$ cat src/rtl/ysyx_23060072_bus_arbiter_pkg.sv
// Shared encodings and widths for the IFU/LSU memory-port arbiter.
// Optional round-robin arbitration is enabled with YSYX_23060072_ARB_RR_EN.
package ysyx_23060072_bus_arbiter_pkg;

  localparam int unsigned ARB_ADDR_W = 32;
  localparam int unsigned ARB_DATA_W = 32;

  typedef enum logic [1:0] {
    IDLE = 2'd0,
    REQ  = 2'd1,
    RESP = 2'd2
  } arb_state_e;

  localparam logic OWNER_IF  = 1'b0;
  localparam logic OWNER_LSU = 1'b1;

  localparam logic ARB_ENABLE  = 1'b1;
  localparam logic ARB_DISABLE = 1'b0;

endpackage

$ cat src/rtl/ysyx_23060072_arb_pick.sv
// Combinational winner selector for the arbiter's IDLE state.
// YSYX_23060072_ARB_RR_EN selects round-robin; otherwise LSU has fixed priority.
module ysyx_23060072_arb_pick
  import ysyx_23060072_bus_arbiter_pkg::*;
(
  input  logic if_valid,
  input  logic lsu_valid,
  input  logic flush_i,
  input  logic last_owner,
  output logic grant_if,
  output logic grant_lsu
);

  // A fetch is never accepted while the pipeline is being flushed.
  logic if_elig;
  assign if_elig = if_valid & ~flush_i;

`ifdef YSYX_23060072_ARB_RR_EN
  assign grant_lsu = lsu_valid & (~if_elig | (last_owner == OWNER_IF));
  assign grant_if  = if_elig & (~lsu_valid | (last_owner == OWNER_LSU));
`else
  logic unused_last_owner;
  assign unused_last_owner = last_owner;
  assign grant_lsu = lsu_valid;
  assign grant_if  = if_elig & ~lsu_valid;
`endif

endmodule

$ cat src/rtl/ysyx_23060072_bus_arbiter.sv
// Two-master (IFU/LSU) arbiter for the single core memory port, one transaction in flight.
// Round-robin selection is enabled with YSYX_23060072_ARB_RR_EN.
module ysyx_23060072_bus_arbiter
  import ysyx_23060072_bus_arbiter_pkg::*;
#(
  parameter int unsigned ADDR_W = ARB_ADDR_W,
  parameter int unsigned DATA_W = ARB_DATA_W
) (
  input  logic                clk,
  input  logic                rst_n,
  input  logic                flush_i,
  input  logic                if_req_valid_i,
  output logic                if_req_ready_o,
  input  logic [ADDR_W-1:0]   if_addr_i,
  output logic                if_resp_valid_o,
  input  logic                if_resp_ready_i,
  output logic [DATA_W-1:0]   if_rdata_o,
  output logic                if_resp_err_o,
  input  logic                lsu_req_valid_i,
  output logic                lsu_req_ready_o,
  input  logic [ADDR_W-1:0]   lsu_addr_i,
  input  logic                lsu_wen_i,
  input  logic [DATA_W-1:0]   lsu_wdata_i,
  input  logic [DATA_W/8-1:0] lsu_wstrb_i,
  output logic                lsu_resp_valid_o,
  input  logic                lsu_resp_ready_i,
  output logic [DATA_W-1:0]   lsu_rdata_o,
  output logic                lsu_resp_err_o,
  output logic                mem_req_valid_o,
  input  logic                mem_req_ready_i,
  output logic [ADDR_W-1:0]   mem_addr_o,
  output logic                mem_wen_o,
  output logic [DATA_W-1:0]   mem_wdata_o,
  output logic [DATA_W/8-1:0] mem_wstrb_o,
  input  logic                mem_resp_valid_i,
  output logic                mem_resp_ready_o,
  input  logic [DATA_W-1:0]   mem_rdata_i,
  input  logic                mem_resp_err_i,
  output logic                busy_o
);

  localparam int unsigned STRB_W = DATA_W / 8;

  typedef struct packed {
    logic [ADDR_W-1:0] addr;
    logic              wen;
    logic [DATA_W-1:0] wdata;
    logic [STRB_W-1:0] wstrb;
  } req_t;

  arb_state_e state_q, state_d;
  logic       owner_q, owner_d;
  logic       drop_q, drop_d;
  logic       drop_now;
  req_t       req_q, req_d;
  logic       grant_if, grant_lsu;
  logic       last_owner;

`ifdef YSYX_23060072_ARB_RR_EN
  logic last_owner_q, last_owner_d;

  // Remember who was served last so a contended IDLE alternates.
  always_comb begin
    last_owner_d = last_owner_q;
    if (state_q == IDLE && (grant_if || grant_lsu)) begin
      last_owner_d = grant_lsu ? OWNER_LSU : OWNER_IF;
    end
  end

  always_ff @(posedge clk) begin
    if (!rst_n) last_owner_q <= OWNER_IF;
    else        last_owner_q <= last_owner_d;
  end

  assign last_owner = last_owner_q;
`else
  assign last_owner = OWNER_IF;
`endif

  ysyx_23060072_arb_pick u_pick (
    .if_valid   (if_req_valid_i),
    .lsu_valid  (lsu_req_valid_i),
    .flush_i    (flush_i),
    .last_owner (last_owner),
    .grant_if   (grant_if),
    .grant_lsu  (grant_lsu)
  );

  always_ff @(posedge clk) begin
    if (!rst_n) begin
      state_q <= IDLE;
      owner_q <= OWNER_IF;
      drop_q  <= 1'b0;
      req_q   <= '0;
    end else begin
      state_q <= state_d;
      owner_q <= owner_d;
      drop_q  <= drop_d;
      req_q   <= req_d;
    end
  end

  assign mem_addr_o  = req_q.addr;
  assign mem_wen_o   = req_q.wen;
  assign mem_wdata_o = req_q.wdata;
  assign mem_wstrb_o = req_q.wstrb;
  assign busy_o      = (state_q != IDLE);

  // Next-state and handshake outputs; response path is a passthrough to the owner.
  always_comb begin
    state_d          = state_q;
    owner_d          = owner_q;
    drop_d           = drop_q;
    req_d            = req_q;
    drop_now         = drop_q | (flush_i & (owner_q == OWNER_IF));
    if_req_ready_o   = 1'b0;
    lsu_req_ready_o  = 1'b0;
    mem_req_valid_o  = 1'b0;
    mem_resp_ready_o = 1'b0;
    if_resp_valid_o  = 1'b0;
    if_rdata_o       = '0;
    if_resp_err_o    = 1'b0;
    lsu_resp_valid_o = 1'b0;
    lsu_rdata_o      = '0;
    lsu_resp_err_o   = 1'b0;

    case (state_q)
      IDLE: begin
        if_req_ready_o  = grant_if;
        lsu_req_ready_o = grant_lsu;
        if (grant_lsu) begin
          owner_d = OWNER_LSU;
          req_d   = '{addr: lsu_addr_i, wen: lsu_wen_i, wdata: lsu_wdata_i, wstrb: lsu_wstrb_i};
          state_d = REQ;
        end else if (grant_if) begin
          owner_d = OWNER_IF;
          req_d   = '{addr: if_addr_i, wen: ARB_DISABLE, wdata: '0, wstrb: '0};
          state_d = REQ;
        end
      end
      REQ: begin
        mem_req_valid_o = 1'b1;
        drop_d          = drop_now;
        if (mem_req_ready_i) state_d = RESP;
      end
      RESP: begin
        drop_d = drop_now;
        if (owner_q == OWNER_LSU) begin
          lsu_resp_valid_o = mem_resp_valid_i;
          mem_resp_ready_o = lsu_resp_ready_i;
          lsu_rdata_o      = mem_rdata_i;
          lsu_resp_err_o   = mem_resp_err_i;
        end else begin
          // A flushed fetch is drained silently from the downstream.
          if_resp_valid_o  = mem_resp_valid_i & ~drop_now;
          mem_resp_ready_o = drop_now | if_resp_ready_i;
          if_rdata_o       = mem_rdata_i;
          if_resp_err_o    = mem_resp_err_i;
        end
        if (mem_resp_valid_i && mem_resp_ready_o) begin
          state_d = IDLE;
          drop_d  = 1'b0;
        end
      end
      default: state_d = IDLE;
    endcase

    if (!rst_n) begin
      if_req_ready_o   = 1'b0;
      lsu_req_ready_o  = 1'b0;
      mem_req_valid_o  = 1'b0;
      mem_resp_ready_o = 1'b0;
      if_resp_valid_o  = 1'b0;
      lsu_resp_valid_o = 1'b0;
    end
  end

endmodule
$ cat config.mk
export PLATFORM = sky130hd
export DESIGN_NAME = ysyx_23060072_bus_arbiter
export DESIGN_NICKNAME = d
export VERILOG_FILES = /design/src/rtl/ysyx_23060072_bus_arbiter_pkg.sv /design/src/rtl/ysyx_23060072_arb_pick.sv /design/src/rtl/ysyx_23060072_bus_arbiter.sv
export SDC_FILE = /design/constraint.sdc
export NUM_CORES = 1
export LEC_CHECK = 0
export ABC_AREA = 1
export CAP_MARGIN = 5
export CORE_AREA = 2 2 112 114
export DETAILED_ROUTE_END_ITERATION = 8
export DIE_AREA = 0 0 114 116
export PLACE_DENSITY = 0.72
export SYNTH_ARGS = -nofsm -noshare
export SYNTH_HDL_FRONTEND = slang
export SYNTH_SLANG_ARGS = --single-unit
$ cat constraint.sdc
create_clock -name clk -period 2.25 [get_ports clk]
set_clock_uncertainty 0.2 [all_clocks]
set_input_delay 0.675 -clock clk [delete_from_list [all_inputs] [get_ports clk]]
set_output_delay 0.675 -clock clk [all_outputs]
set_load 0.03 [all_outputs]
# Word level (Yosys, flattened, before mapping)

Index checks and enable logic that the tools add are counted.

Bits in registers: 73
Latch bits: 0
Bits in writable memories: 0
Bits in read-only memories: 0
Bits of input ports: 143
Output and inout port bits: 142
Memories: 0

Add/subtract/negate cells: 0
$mul: 0
Div/mod/pow operators: 0
$lt $le $gt $ge: 0
Equal/unequal tests: 5
Shift-type cells: 0
Muxes and demuxes: 35
Bitwise operators: 10
Reduce and logical (&&, ||, !) cells: 7

Operators with widths:

| cell                                           | number |
|---|---|
| two-way mux 69 bit                             | 2 |
| two-way mux 32 bit                             | 4 |
| two-way mux 1 bit                              | 23 |
| two-way mux 2 bit                              | 4 |
| case mux 2 bit (3 select lines)                | 1 |
| nonzero test 2 bit                             | 3 |
| AND 1 bit                                      | 4 |
| != test 2 bit (second input constant)          | 2 |
| NOT 1 bit                                      | 4 |
| != test 3 bit (second input constant)          | 1 |
| AND reduction 3 bit                            | 1 |
| == test 2 x 1 -> 1 bit (second input constant) | 1 |
| == test 2 bit (second input constant)          | 1 |
| logical NOT 2 bit                              | 1 |
| bitwise OR 1 bit                               | 2 |
| case mux 1 bit (2 select lines)                | 1 |
| AND reduction 2 bit                            | 1 |
| logical AND 1 bit                              | 1 |

# Longest topological paths before layout

Depth after elaboration: 9
Depth in mapped cells: 8

# Modules after synthesis

A second synthesis with hierarchy kept.

Cell total of the unflattened synthesis: 474
Area, all modules: 3435.8 µm²

By module, submodules not included:

| module                    | instances | cells each | area an instance (µm²) | sequential area each (µm²) |
|---|---|---|---|---|
| ysyx_23060072_bus_arbiter | 1         | 470        | 3414.5                 | 1461.4 |
| ysyx_23060072_arb_pick    | 1         | 4          | 21.3                   | 0.0 |

# Worst setup path after synthesis

Ideal clock, no wire load.

Path kind: input to output
Start point: in lsu_req_valid_i
End point: out if_req_ready_o
Arrival: 1726 ps
Path slack: -351 ps
Stages on the path: 3
Path buffers: 2
Cells stage by stage: buf_4 > clkbuf_1 > nor3_1

Cells in the longest elaborated chain, start to end: 4

RTL lines:

| item              | RTL line                         | RTL |
|---|---|---|
| start, declared   | ysyx_23060072_bus_arbiter.sv:19  | `input logic lsu_req_valid_i,` |
| NOT 1 bit         | ysyx_23060072_arb_pick.sv:25     | `assign grant_if = if_elig & ~lsu_valid;` |
| AND 1 bit         | ysyx_23060072_arb_pick.sv:25     |  |
| two-way mux 1 bit | ysyx_23060072_bus_arbiter.sv:127 | `case (state_q)` |
| two-way mux 1 bit | ysyx_23060072_bus_arbiter.sv:168 | `if (!rst_n) begin` |
| end, declared     | ysyx_23060072_bus_arbiter.sv:13  | `output logic if_req_ready_o,` |

Every way passes these cells.

# Worst setup path after layout

Start point: in mem_rdata_i[21]
End point: out if_rdata_o[21]

Cells in the longest elaborated chain, start to end: 2

RTL lines:

| item               | RTL line                         | RTL |
|---|---|---|
| start, declared    | ysyx_23060072_bus_arbiter.sv:37  | `input logic [DATA_W-1:0] mem_rdata_i,` |
| two-way mux 32 bit | ysyx_23060072_bus_arbiter.sv:148 | `if (owner_q == OWNER_LSU) begin` |
| two-way mux 32 bit | ysyx_23060072_bus_arbiter.sv:127 |  |
| end, declared      | ysyx_23060072_bus_arbiter.sv:17  | `output logic [DATA_W-1:0] if_rdata_o,` |

Every way passes these cells.

==> flow_metrics.tcl <==
set metrics [dict create \
    num_vias 4420 \
    synth_simple_gate_area_share_pct 26.54 \
    fin_setup_tns_ps -6464 \
    cts_tree "built" \
    grt_pass1_wl_um 20820 \
    antenna_found_initial 0 \
    synthCells 500 \
    status "complete, but fails checks" \
    async_flop_share_pct 0 \
    p_leak_nw 3.657 \
    drt_iter0_markers 255 \
    maxSlewHeadroom_pct 73.31 \
    synth_compound_area_share_pct 17.61 \
    synthXorXnorAreaFrac_pct 0 \
    critical_path.slowest_cell "clkdlybuf4s50_1" \
    grt_start_max_net_pins 59 \
    finish.utilization_pct 61.92 \
    rsz0062_at_grt "yes" \
    worstPathRequired_ps 1370 \
    clk_pin_slew_ps 60 \
    synth_edf_count 0 \
    yosys-top-cells-count "nand2_1 (148), dfxtp_1 (73), nor2_1 (72)" \
    worstSetupPathType "in2out" \
    place_hpwl_um 10050 \
    die_x_um 114 \
    max_freq_mhz 416.6 \
    multi_input_area_um2 1941 \
    antenna_cells 0 \
    core_area_um2 11910 \
    fill_cells 1010 \
    drt_pass1_iterations 5 \
    drt-vias-per-instance 4.707 \
    nNetsFinal 934 \
    synth_top_family_by_area "simple AND/OR/NAND/NOR gates" \
    setup.worst_path.start "mem_rdata_i[21]" \
    dieArea_um2 13220 \
    cpPeakStageDelay_ps 460 \
    synth_top_area_cell "dfxtp_1" \
    track_usage_pct 19.91 \
    cts_root_buffer "clkbuf_16" \
    grt_overflow 0 \
    maxCapViolations 0 \
    num_rows 40 \
    synth_area_um2 3347 \
    irDropWorstVdd_uv 418.5 \
    crit_path_end_kind "output pin" \
    setup_violations 70 \
    syn_avg_cell_area_um2 6.694 \
    cts_sinks 73 \
    initial_utilization_pct 28.10 \
    drc_errors 0 \
    dieHeight_um 116 \
    hold_viol_final 0 \
    io_pins 285 \
    yosys.area_share.adder_pct 1.495 \
    syn_nets 647 \
    yosys_warnings 0 \
    period_minus_slack_ps 2400 \
    synth_area_leaders "dfxtp_1 (44%), nand2_1 (17%), nor2_1 (8.1%)" \
    placed_cell_area_um2 6251 \
    violations "negative setup slack" \
    regArea_um2 1468 \
    synth_cell_type_count 19 \
    cp.arrival_ps 1530 \
    worstPathMaxFanout 2 \
    r2r_start "state_q[0]" \
    worstHoldStart "mem_wdata_o[9]" \
    htreeDepth 3 \
    avgRoutedWirePerCell_um 15.87 \
    synth.area.mux_share_pct 0 \
    yosysMostFrequentCell "nand2_1" \
    synth-seq-area-share_pct 43.66 \
    setup_ws_ps -150.2 \
    dp.cells 911 \
    worstSetupStartpointType "input port" \
    synth-seq-cells 73 \
    hp-class "reg2reg" \
    syn2layout_area_growth_pct 120.4 \
    tightest_slew_ps 400.3 \
    stdcell_count 939 \
    grt_pass1_vias 4164 \
    ant_nets 0 \
    critical_path.cell_chain "clkdlybuf4s50_1 > inv_1 > nor2_1 > buf_4" \
    power.density_nw_per_um2 937.9 \
    insertion_delay_ps 330 \
    cts_made_buffers 9 \
    portBuffers 284 \
    wl_um 14900 \
    cts_buffer_depth 2 \
    yosysTopAreaCellShare_pct 43.66 \
    drv_slew 0 \
    drive_gt1_share_pct 26.01 \
    fin_area_um2 7376 \
    place.gp.congestion 0.7850 \
    period_share_pct 106.7 \
    ys.flop_type "dfxtp_1" \
]
==> worst paths after layout <==
path | end | slack [ps] | cells after the start
worst max-delay path | if_rdata_o[21] | -150 | 4
worst max register to register | mem_wstrb_o[3] | 280 | 9
worst min register to register | mem_wdata_o[9] | 270 | 2
worst min-delay path | mem_wdata_o[9] | 270 | 2
==> cell type report <==
| type | count | share of cell area (%) |
|---|---|---|
| sequential | 73 | 19.90 |
| multi-input combinational | 345 | 26.31 |
| tap | 147 | 2.494 |
| clock buffer | 9 | 3.053 |
| inverter | 46 | 2.426 |
| timing repair buffer | 312 | 44.75 |
| clock inverter | 7 | 1.069 |
==> sequential cells by signal, indices dropped and copies added (netlist names) <==
signal and count:
state_q 2, mem_addr_o 32, drop_q 1, owner_q 1, mem_wen_o 1, mem_wdata_o 32
mem_wstrb_o 4
==> through the flow <==
step	hold WS (ps)	total power, mW	setup slack (ps)
after global placement	250.6	5.022	-403.9
after global routing	285.0	7.255	-238.8
after floorplan	277.5	3.622	-111.9
final	269.9	6.918	-150.2
after CTS	271.5	6.785	-95.60
after detailed placement	259.2	5.070	-420.4
==> cell usage in the layout (no fill, tap or decap), types with 26 or more instances in the layout <==
master	Yosys	layout
dlymetal6s2s_1	0	34
nand2_1	148	144
nor2_4	0	33
buf_6	3	53
o21ai_1	26	26
clkdlybuf4s50_1	0	124
buf_4	4	34
a31oi_1	32	32
dlygate4sd2_1	0	48
dfxtp_1	73	70
o21ai_0	45	45
inv_1	46	29
==> timing repair <==
item,CTS,global route
setup buffers,5,2
gates resized for setup,159,117
gates cloned,2,3
pin swaps,52,15
setup endpoints to repair,93,105
hold buffers,0,0
==> report_power, final <==
group,internal (mW),total [mW],leakage (nW),switching [mW]
sequential,1.66,1.86,0.603,0.200
clock,0.870,1.48,0.144,0.609
combinational,1.47,3.58,2.91,2.11
==> kinds of logic (layout without fill, tap and decap cells) <==
kind of cell | Yosys count | in the layout
flip-flops | 73 | 73
AND/OR/NAND/NOR | 232 | 232
adder cells (fa/ha/maj) | 4 | 4
buffers and inverters | 82 | 374
AO/OA/AOI/OAI | 109 | 109
==> worst max-delay path, delay by kind of cell <==
kind          cells  cell delay, ps
buf+inv           3             720
simple gates      1             120
==> metal layers <==
layer	vias to the layer above	global-route usage (%)	share of wire (%)
li1	2168	-	-
met1	2018	20.26	36
met3	25	7.061	8.6
met4	0	6.179	2.7
met5	-	0	0
met2	209	38.06	52
No activity file was read; power rests on OpenSTA's default activity.
